## src/rtl/pll_sup_pkg.sv

```systemverilog
// Shared types and helpers for the PLL lock supervisor: channel FSM states,
// retry/loss-counter widths and the saturating loss-counter increment.
package pll_sup_pkg;

    typedef enum logic [2:0] {
        ST_PWRDN     = 3'd0,
        ST_WAIT_LOCK = 3'd1,
        ST_FILTER    = 3'd2,
        ST_LOCKED    = 3'd3,
        ST_FLT       = 3'd4
    } pll_state_t;

    localparam int RETRY_W = 4;
    localparam int LOSS_W  = 8;

    function automatic logic [LOSS_W-1:0] sat_inc_loss(input logic [LOSS_W-1:0] v);
        return (v == {LOSS_W{1'b1}}) ? v : v + 1'b1;
    endfunction

    // Counter width for a terminal count of n, never narrower than one bit.
    function automatic int cnt_width(input int n);
        return (n > 1) ? $clog2(n) : 1;
    endfunction

endpackage

```

## src/rtl/pll_lock_channel.sv

```systemverilog
// One supervised PLL: lock synchroniser, power/lock sequencing FSM, attempt
// timer, lock filter, retry counter and saturating lock-loss counter.
module pll_lock_channel
    import pll_sup_pkg::*;
#(
    parameter int PD_CYCLES    = 16,
    parameter int LOCK_FILTER  = 64,
    parameter int LOCK_TIMEOUT = 65536,
    parameter int MAX_RETRY    = 4
) (
    input  logic              i_clk,
    input  logic              i_rst,
    input  logic              i_enable,
    input  logic              i_clear_fault,
    input  logic              i_pll_lock,
    output logic              o_powerdown_n,
    output logic              o_locked,
    output logic              o_fault,
    output logic [LOSS_W-1:0] o_loss_cnt
);

    localparam int PD_W   = cnt_width(PD_CYCLES);
    localparam int FILT_W = cnt_width(LOCK_FILTER);
    localparam int TMO_W  = cnt_width(LOCK_TIMEOUT);

    localparam logic [PD_W-1:0]    PD_LAST   = PD_W'(PD_CYCLES - 1);
    localparam logic [FILT_W-1:0]  FILT_LAST = FILT_W'(LOCK_FILTER - 1);
    localparam logic [TMO_W-1:0]   TMO_LAST  = TMO_W'(LOCK_TIMEOUT - 1);
    localparam logic [RETRY_W-1:0] RETRY_MAX = RETRY_W'(MAX_RETRY);

    logic               r_sync_p0;
    logic               r_sync_p1;
    pll_state_t         r_state;
    logic [PD_W-1:0]    r_pd_cnt;
    logic [FILT_W-1:0]  r_filt_cnt;
    logic [TMO_W-1:0]   r_timer;
    logic [RETRY_W-1:0] r_retry;
    logic [LOSS_W-1:0]  r_loss_cnt;
    logic               r_powerdown_n;
    logic               r_locked;
    logic               r_fault;

    pll_state_t         w_state_nxt;
    pll_state_t         w_fail_state;
    logic [PD_W-1:0]    w_pd_cnt_nxt;
    logic [FILT_W-1:0]  w_filt_cnt_nxt;
    logic [TMO_W-1:0]   w_timer_nxt;
    logic [RETRY_W-1:0] w_retry_nxt;
    logic [RETRY_W-1:0] w_retry_inc;
    logic [LOSS_W-1:0]  w_loss_cnt_nxt;
    logic               w_lock;
    logic               w_timeout;

    assign w_lock = r_sync_p1;

    always_comb begin
        w_state_nxt    = r_state;
        w_pd_cnt_nxt   = r_pd_cnt;
        w_filt_cnt_nxt = r_filt_cnt;
        w_timer_nxt    = r_timer;
        w_retry_nxt    = r_retry;
        w_loss_cnt_nxt = r_loss_cnt;
        w_retry_inc    = r_retry + RETRY_W'(1);
        w_timeout      = (r_timer == TMO_LAST);
        w_fail_state   = (w_retry_inc == RETRY_MAX) ? ST_FLT : ST_PWRDN;

        unique case (r_state)
            ST_PWRDN: begin
                // The powerdown counter saturates, so a late ENABLE starts at once.
                if (r_pd_cnt != PD_LAST) begin
                    w_pd_cnt_nxt = r_pd_cnt + PD_W'(1);
                end else if (i_enable) begin
                    w_state_nxt = ST_WAIT_LOCK;
                    w_timer_nxt = '0;
                end
            end
            ST_WAIT_LOCK: begin
                if (!i_enable) begin
                    w_state_nxt  = ST_PWRDN;
                    w_pd_cnt_nxt = '0;
                end else if (w_timeout) begin
                    w_retry_nxt  = w_retry_inc;
                    w_state_nxt  = w_fail_state;
                    w_pd_cnt_nxt = '0;
                end else begin
                    w_timer_nxt = r_timer + TMO_W'(1);
                    if (w_lock) begin
                        w_state_nxt    = ST_FILTER;
                        w_filt_cnt_nxt = '0;
                    end
                end
            end
            ST_FILTER: begin
                if (!i_enable) begin
                    w_state_nxt  = ST_PWRDN;
                    w_pd_cnt_nxt = '0;
                end else if (w_timeout) begin
                    w_retry_nxt  = w_retry_inc;
                    w_state_nxt  = w_fail_state;
                    w_pd_cnt_nxt = '0;
                end else begin
                    w_timer_nxt = r_timer + TMO_W'(1);
                    if (!w_lock) begin
                        w_state_nxt = ST_WAIT_LOCK;
                    end else if (r_filt_cnt == FILT_LAST) begin
                        w_state_nxt = ST_LOCKED;
                        w_retry_nxt = '0;
                    end else begin
                        w_filt_cnt_nxt = r_filt_cnt + FILT_W'(1);
                    end
                end
            end
            ST_LOCKED: begin
                if (!i_enable) begin
                    w_state_nxt  = ST_PWRDN;
                    w_pd_cnt_nxt = '0;
                end else if (!w_lock) begin
                    w_loss_cnt_nxt = sat_inc_loss(r_loss_cnt);
                    w_state_nxt    = ST_PWRDN;
                    w_pd_cnt_nxt   = '0;
                end
            end
            ST_FLT: begin
                if (i_clear_fault) begin
                    w_state_nxt  = ST_PWRDN;
                    w_pd_cnt_nxt = '0;
                    w_retry_nxt  = '0;
                end
            end
            default: begin
                w_state_nxt  = ST_PWRDN;
                w_pd_cnt_nxt = '0;
            end
        endcase
    end

    // Outputs are decoded from the next state so they leave on a flop edge.
    always_ff @(posedge i_clk) begin
        if (i_rst) begin
            r_sync_p0     <= 1'b0;
            r_sync_p1     <= 1'b0;
            r_state       <= ST_PWRDN;
            r_pd_cnt      <= '0;
            r_filt_cnt    <= '0;
            r_timer       <= '0;
            r_retry       <= '0;
            r_loss_cnt    <= '0;
            r_powerdown_n <= 1'b0;
            r_locked      <= 1'b0;
            r_fault       <= 1'b0;
        end else begin
            r_sync_p0     <= i_pll_lock;
            r_sync_p1     <= r_sync_p0;
            r_state       <= w_state_nxt;
            r_pd_cnt      <= w_pd_cnt_nxt;
            r_filt_cnt    <= w_filt_cnt_nxt;
            r_timer       <= w_timer_nxt;
            r_retry       <= w_retry_nxt;
            r_loss_cnt    <= w_loss_cnt_nxt;
            r_powerdown_n <= (w_state_nxt inside {ST_WAIT_LOCK, ST_FILTER, ST_LOCKED});
            r_locked      <= (w_state_nxt == ST_LOCKED);
            r_fault       <= (w_state_nxt == ST_FLT);
        end
    end

    assign o_powerdown_n = r_powerdown_n;
    assign o_locked      = r_locked;
    assign o_fault       = r_fault;
    assign o_loss_cnt    = r_loss_cnt;

endmodule

```

## src/rtl/pll_lock_supervisor.sv

```systemverilog
// Supervisor for up to eight CCC/PLL instances: one lock channel per PLL plus
// the registered aggregate lock that gates downstream reset release.
module pll_lock_supervisor
    import pll_sup_pkg::*;
#(
    parameter int NUM_PLL      = 2,
    parameter int PD_CYCLES    = 16,
    parameter int LOCK_FILTER  = 64,
    parameter int LOCK_TIMEOUT = 65536,
    parameter int MAX_RETRY    = 4
) (
    input  logic                      CLK,
    input  logic                      RST,
    input  logic [NUM_PLL-1:0]        ENABLE,
    input  logic                      CLEAR_FAULT,
    input  logic [NUM_PLL-1:0]        PLL_LOCK,
    output logic [NUM_PLL-1:0]        PLL_POWERDOWN_N,
    output logic [NUM_PLL-1:0]        LOCKED,
    output logic [NUM_PLL-1:0]        FAULT,
    output logic                      ALL_LOCKED,
    output logic [LOSS_W*NUM_PLL-1:0] LOSS_CNT
);

    logic [NUM_PLL-1:0] w_powerdown_n;
    logic [NUM_PLL-1:0] w_locked;
    logic [NUM_PLL-1:0] w_fault;
    logic               r_all_locked;

    for (genvar g = 0; g < NUM_PLL; g++) begin : g_chan
        pll_lock_channel #(
            .PD_CYCLES    (PD_CYCLES),
            .LOCK_FILTER  (LOCK_FILTER),
            .LOCK_TIMEOUT (LOCK_TIMEOUT),
            .MAX_RETRY    (MAX_RETRY)
        ) u_chan (
            .i_clk         (CLK),
            .i_rst         (RST),
            .i_enable      (ENABLE[g]),
            .i_clear_fault (CLEAR_FAULT),
            .i_pll_lock    (PLL_LOCK[g]),
            .o_powerdown_n (w_powerdown_n[g]),
            .o_locked      (w_locked[g]),
            .o_fault       (w_fault[g]),
            .o_loss_cnt    (LOSS_CNT[g*LOSS_W +: LOSS_W])
        );
    end

    // Disabled channels do not hold the aggregate off, but at least one must run.
    always_ff @(posedge CLK) begin
        if (RST) begin
            r_all_locked <= 1'b0;
        end else begin
            r_all_locked <= (&(w_locked | ~ENABLE)) && (|ENABLE);
        end
    end

    assign PLL_POWERDOWN_N = w_powerdown_n;
    assign LOCKED          = w_locked;
    assign FAULT           = w_fault;
    assign ALL_LOCKED      = r_all_locked;

endmodule
```

## config.mk

```make
export PLATFORM = sky130hd
export DESIGN_NAME = pll_lock_supervisor
export DESIGN_NICKNAME = d
export VERILOG_FILES = /design/src/rtl/pll_sup_pkg.sv /design/src/rtl/pll_lock_channel.sv /design/src/rtl/pll_lock_supervisor.sv
export SDC_FILE = /design/constraint.sdc
export NUM_CORES = 1
export LEC_CHECK = 0
export ABC_AREA = 1
export CORE_AREA = 2 2 107 109
export DETAILED_ROUTE_END_ITERATION = 7
export DIE_AREA = 0 0 109 111
export DONT_BUFFER_PORTS = 1
export PLACE_DENSITY = 0.76
export SLEW_MARGIN = 40
export SYNTH_ARGS = -nofsm -noshare
export SYNTH_HDL_FRONTEND = slang
export SYNTH_SLANG_ARGS = --single-unit
```

## constraint.sdc

```tcl
create_clock -name CLK -period 1.6 [get_ports CLK]
set_clock_uncertainty 0.15 [all_clocks]
set_input_delay 0.24 -clock CLK [delete_from_list [all_inputs] [get_ports CLK]]
set_output_delay 0.24 -clock CLK [all_outputs]
set_load 0.01 [all_outputs]
```

**Yosys cells after proc, flatten, opt, wreduce, memory -nomap -nowiden**

Cells that the tools add are included.

- Add/subtract/negate cells: 10
- Multiply operators: 0
- Div/mod/pow operators: 0
- Magnitude comparators: 0
- Equal/unequal tests: 62
- Shifts and indexed selects: 0
- Multiplexer cells: 81
- Bitwise operators: 6
- Reductions and logical operators: 25

Operator list:

| kind | count |
|---|---|
| 16-bit 2-to-1 mux | 8 |
| 4-bit 2-to-1 mux | 23 |
| 6-bit 2-to-1 mux | 14 |
| 3-bit 2-to-1 mux | 26 |
| 16-bit case mux with 2 select lines | 2 |
| 2-bit != test, second input constant | 18 |
| 16-bit by 1-bit adder with 16-bit output, second input constant | 2 |
| 16-bit == test, second input constant | 2 |
| 4-bit case mux with 4 select lines | 2 |
| 3-bit case mux with 5 select lines | 2 |
| 3-bit by 2-bit == test with 1-bit output, second input constant | 8 |
| 4-bit case mux with 3 select lines | 2 |
| 6-bit case mux with 2 select lines | 2 |
| 2-bit by 1-bit != test with 1-bit output, second input constant | 10 |
| 4-bit by 1-bit adder with 4-bit output, second input constant | 4 |
| 8-bit by 1-bit adder with 8-bit output, second input constant | 2 |
| 8-bit == test, second input constant | 2 |
| 4-bit AND reduction | 4 |
| 8-bit AND reduction | 2 |
| 7-bit AND reduction | 2 |
| 6-bit by 1-bit adder with 6-bit output, second input constant | 2 |
| 3-bit by 1-bit == test with 1-bit output, second input constant | 4 |
| 3-bit == test, second input constant | 4 |
| 6-bit == test, second input constant | 2 |
| 15 further kinds | 35 |

- Register bits after elaboration: 93
- Bits in latches: 0
- Bits in writable memories: 0
- Bits in read-only memories: 0
- Input port bits: 7
- Output and inout bits: 23
- Logic and storage cells: 207
- Memories: 0

**Longest topological paths before layout**

- Word-level depth: 8
- Gate-level depth with buffers: 11
- Mapped depth without buffers: 11

**Cells and area by module**

Synthesis repeated with hierarchy kept, for this count alone.

- Cells, all modules: 863
- Area, all modules: 5801.8 µm²

Modules (own cells, without submodules):

| module | times used | cells each | area an instance (µm²) | seq. area each (µm²) |
|---|---|---|---|---|
| pll_lock_channel (g_chan[0].u_chan) | 1 | 425 | 2879.0 | 920.9 |
| pll_lock_channel (g_chan[1].u_chan) | 1 | 426 | 2859.0 | 920.9 |
| pll_lock_supervisor | 1 | 12 | 63.8 | 20.0 |

**Worst setup path after synthesis**

OpenSTA, ideal clock, no wires.

- Path kind: reg2reg
- From: register g_chan[1].u_chan.r_timer[0]
- To: register g_chan[1].u_chan.r_timer[11]
- Library setup time: 69 ps
- Data arrival time: 1456 ps
- Required time: 1381 ps
- Path slack: -75 ps
- Cell stages (with the launch flop): 11
- Buffers on the path: 1
- Clock period less this slack: 1675 ps
- Path through: dfxtp_1 ha_1 nand2_1 nor2_4 nand3_4 nand2_4 nand2_4 nand2_8 buf_12 nand2_2 a21oi_2

- Cells in the longest elaborated chain, start to end: 4
- Elaborated cells between the ends (all ways): 7
- Classes of those cells: 1 x add/sub; 2 x eq/ne; 3 x mux; 1 x reduce/logical

Ends and longest elaborated chain:

| element | RTL line | RTL |
|---|---|---|
| from (decl) | pll_lock_channel.sv:36 | `logic [TMO_W-1:0] r_timer;` |
| from (signal assigned) | pll_lock_channel.sv:157 | `r_timer <= w_timer_nxt;` |
| 16-bit by 1-bit adder with 16-bit output | pll_lock_channel.sv:86, pll_lock_channel.sv:102 |  |
| 16-bit 2-to-1 mux | pll_lock_channel.sv:81, pll_lock_channel.sv:97 |  |
| 16-bit 2-to-1 mux | pll_lock_channel.sv:78 | `if (!i_enable) begin` |
| 16-bit case mux with 2 select lines | pll_lock_channel.sv:67 | `unique case (r_state)` |

Several ways; a longest one is shown, not always the timed one. The select of a mux whose other input is x is not followed.
A chain may end at the register's enable or synchronous reset.

**Final worst setup path**

- From: register g_chan[0].u_chan.r_timer[0]
- To: register g_chan[0].u_chan.r_retry[2]

- Cells in the longest elaborated chain, start to end: 4
- Elaborated cells between the ends (all ways): 8
- Classes of those cells: 4 x eq/ne; 3 x mux; 1 x reduce/logical

Ends and longest elaborated chain:

| element | RTL line | RTL |
|---|---|---|
| from (decl) | pll_lock_channel.sv:36 |  |
| from (signal assigned) | pll_lock_channel.sv:157 |  |
| 16-bit == test (*) | pll_lock_channel.sv:64 | `w_timeout = (r_timer == TMO_LAST);` |
| 4-bit 2-to-1 mux | pll_lock_channel.sv:97 | `end else if (w_timeout) begin` |
| 4-bit 2-to-1 mux | pll_lock_channel.sv:94 | `if (!i_enable) begin` |
| 4-bit case mux with 3 select lines | pll_lock_channel.sv:67 |  |
| to (signal assigned) | pll_lock_channel.sv:158 | `r_retry <= w_retry_nxt;` |
| to (decl) | pll_lock_channel.sv:37 | `logic [RETRY_W-1:0] r_retry;` |

Mark *: on every way between the ends. The rest lies on a longest branch, timed or not. The select of a mux whose other input is x is not followed.

==> results.sh <==
export IMPL_yosys_cell_types_count=41
export IMPL_synth_warnings=0
export IMPL_maxSlewHeadroom_pct=70.30
export IMPL_fin_hold_ws_ns=-0.2066
export IMPL_hpwlAfterDp_um=9029
export IMPL_fin_ws_ns=-0.1614
export IMPL_postCtsHoldBufs=5
export IMPL_dp_slack_ns=-0.1929
export IMPL_swShare_pct=20.53
export IMPL_hold_viol_final=66
export IMPL_antenna_found_initial=0
export IMPL_crit_type="flip-flop to flip-flop"
export IMPL_grt_pass1_vias=5385
export IMPL_grt_usage_pct=23.86
export IMPL_p_leak_uw=0.003173
export IMPL_worstReg2RegEnd="g_chan[0].u_chan.r_retry[2]$_SDFFE_PP0P_"
export IMPL_synth_seq_area_share_pct=34.92
export IMPL_min_to="g_chan[0].u_chan.r_timer[11]$_SDFFE_PP0P_"
export IMPL_die_w_um=109
export IMPL_synth_seq_cells=93
export IMPL_post_route_drc_count=0
export IMPL_required_ns=1.70
export IMPL_setup_tns_final_ns=-5.116
export IMPL_finalCritPeriodShare_pct=110.1
export IMPL_utilization_pct=70.98
export IMPL_rows=39
export IMPL_synth_area_leaders="dfxtp_1 35%, nand2_1 13%, nor2_1 9.4%, nand3_1 6.2%, a21oi_1 5.6%"
export IMPL_critPathSlowestCell="dfxtp_2"
export IMPL_clk_path_buf_depth=2
export IMPL_synth_area_per_cell_um2=6.723
export IMPL_grt_overflow=0
export IMPL_period_needed_ns=1.761
export IMPL_crit_path_start="g_chan[0].u_chan.r_timer[0]$_SDFFE_PP0P_"
export IMPL_die_h_um=111
export IMPL_routed_wirelength_um=15190
export IMPL_diodes=0
export IMPL_cts_buffers=9
export IMPL_status="complete, but fails checks"
export IMPL_clock_latency_ns=0.35
export IMPL_fillCellCount=752
export IMPL_ys_flop_type="dfxtp_1"
export IMPL_tritoncts="built"
export IMPL_clock_sinks=93
export IMPL_cts_root_buf="clkbuf_16"
export IMPL_boundaryPins=30
export IMPL_htree_num_levels=3
export IMPL_report_final_slew_viol_count=0
export IMPL_synth_fp_nets=812
export IMPL_routedWlPerCell_um=13.91
export IMPL_drive_gt1_share_pct=40.99
export IMPL_worst_setup_path_end_kind="flip-flop"
export IMPL_crit_path_max_incr_delay_ns=0.34
export IMPL_vias_per_cell=5.225
export IMPL_dp_cells=1048
export IMPL_synth_edff_count=0
export IMPL_firstDrtPassIters=6
export IMPL_violations="negative hold slack, negative setup slack"
export IMPL_synth_largest_area_cell="dfxtp_1"
export IMPL_clockPowerShare_pct=49.4
export IMPL_finalNonFillerCells=1092
export IMPL_drt_iter0_drc=326
export IMPL_p_total_uw=4942
export IMPL_vias=5706
export IMPL_powerDensity_nw_per_um2=628.5
export IMPL_design_die_area_um2=12100
export IMPL_syn_area_um2=5331
export IMPL_path_cells="ha_4, nand2_4, nor2_4, nand2_2, nor2_4, nor2_1, o21ai_2, buf_4, a21oi_1, nor2_1"
export IMPL_arrival_ns=1.86
export IMPL_hold_path_startpoint="RST"
export IMPL_hold_depth=1
export IMPL_finalWeightedCongestion=0.8948
export IMPL_postRouteAntennaNets=0
export IMPL_cap_violations=0
export IMPL_rr_worst_depth=10
export IMPL_yosysMostFrequentCell="nand2_1"
export IMPL_p_sw_uw=1014
export IMPL_cp_start_kind="flip-flop"
export IMPL_initial_core_util_pct=48.13
export IMPL_clk_pin_slew_ns=0.07
export IMPL_numPortBuffers=0
export IMPL_grt_max_degree=68
export IMPL_peakVddDrop_mv=1.404
export IMPL_cp_max_fo=6
export IMPL_hp_class="primary input to flip-flop"
export IMPL_synth_common_cells="190 x nand2_1, 134 x nor2_1, 93 x dfxtp_1"
export IMPL_rsz0062_at_grt="yes"
export IMPL_synth_top_area_share_pct=34.92
export IMPL_core_area_um2=11080
export IMPL_nets=964
export IMPL_synthCells=793
export IMPL_p_seq_share_pct=47.5
export IMPL_combPwrFrac_pct=3.1
export IMPL_syn_to_final_growth_pct=47.48
export IMPL_tightestPinTransition_ns=0.4450
export IMPL_async_reset_ff_share_pct=0
export IMPL_max_freq_ghz=0.5677
export IMPL_finalSetupViolations=60
export IMPL_reg2reg_from="g_chan[0].u_chan.r_timer[0]$_SDFFE_PP0P_"
export IMPL_intPower_uw=3927
export IMPL_grt_pass1_wl_um=23440
export IMPL_rrSetupSlack_ns=-0.16
## stage by stage
step           hold WS, ns  area [µm²]
2_1_floorplan       0.1970        5424
3_3_place_gp        0.1643        6471
5_1_grt            -0.2203        7863
4_1_cts            -0.2124        7284
3_5_place_dp        0.1670        6471
6_report           -0.2066        7863
## timing repair
item / CTS / global route
resized for setup: 90 / 149
cloned: 3 / 1
setup endpoints to repair: 66 / 83
hold endpoints to repair: 71 / 66
setup buffers: 8 / 12
pin swaps: 34 / 56
## cells by family after synthesis
family / Yosys count / synth area share (%)
simple gates: 459 / 38.51
buf+inv: 100 / 7.956
compound gates: 96 / 10.37
flops: 93 / 34.92
xor+xnor: 33 / 5.421
fa+ha+maj: 12 / 2.816
## critical path, delay by kind of cell (launching register included)
family          cells  cell delay, ns
simple gates        6            0.54
flops               1            0.34
compound gates      2            0.29
fa+ha+maj           1            0.17
buf+inv             1            0.17
## power groups by stage
stage / Combinational [µW] / Clock [µW] / Sequential, µW
2_1_floorplan: 92.6 / 0 / 2400
3_3_place_gp: 114 / 0 / 2400
3_5_place_dp: 118 / 0 / 2400
4_1_cts: 134 / 2490 / 2350
5_1_grt: 169 / 2570 / 2350
6_report: 153 / 2440 / 2350
## cells in the final DEF (no fill, tap or decap), types with 24 or more instances in the layout
cell type and instances:
inv_1 61, nor2_1 104, a21oi_2 35, dfxtp_1 73
nand2_4 24, nand2_2 35, a21oi_1 34, buf_4 131
nand2_1 149, nand3_1 48
## how the worst max path moves through the flow
stage                                                        endpoint  cells past startpoint
after global routing      g_chan[0].u_chan.r_filt_cnt[4]$_SDFFE_PP0P_                     10
final                        g_chan[0].u_chan.r_retry[2]$_SDFFE_PP0P_                     10
after floorplan             g_chan[1].u_chan.r_timer[11]$_SDFFE_PP0P_                     10
after detailed placement  g_chan[1].u_chan.o_loss_cnt[1]$_SDFFE_PP0P_                      8
after global placement      g_chan[0].u_chan.r_pd_cnt[0]$_SDFFE_PP0P_                      8
after CTS                 g_chan[0].u_chan.r_filt_cnt[4]$_SDFFE_PP0P_                     10
## area by class of cell
cell class	instances	area, µm²	area share (%)
multi-input cells	603	3835	48.77
flip-flops and latches	93	1892	24.06
repair buffers	159	1301	16.55
inverters	79	319.1	4.058
clock buffers	9	225.2	2.864
well taps	143	178.9	2.276
clock inverters	6	111.4	1.416
## state kept, by name, summed over array words and instances, names as in the netlist
register / count
ALL_LOCKED: 1
g_chan.u_chan.o_fault: 2
g_chan.u_chan.r_sync_p1: 2
g_chan.u_chan.r_state: 6
g_chan.u_chan.r_sync_p0: 2
g_chan.u_chan.r_pd_cnt: 8
g_chan.u_chan.o_locked: 2
g_chan.u_chan.o_powerdown_n: 2
g_chan.u_chan.r_timer: 32
g_chan.u_chan.o_loss_cnt: 16
g_chan.u_chan.r_filt_cnt: 12
g_chan.u_chan.r_retry: 8
## metal layers
layer  global-route usage [%]  vias to the layer above  part of all wire [%]
met5                        0                        -                     0
met4                    6.667                        0                   2.0
met3                    5.644                       28                   4.9
met2                    41.37                      117                    52
met1                    29.05                     2702                    41
li1                         -                     2859                     -
Power figures use the tool's default switching activity.
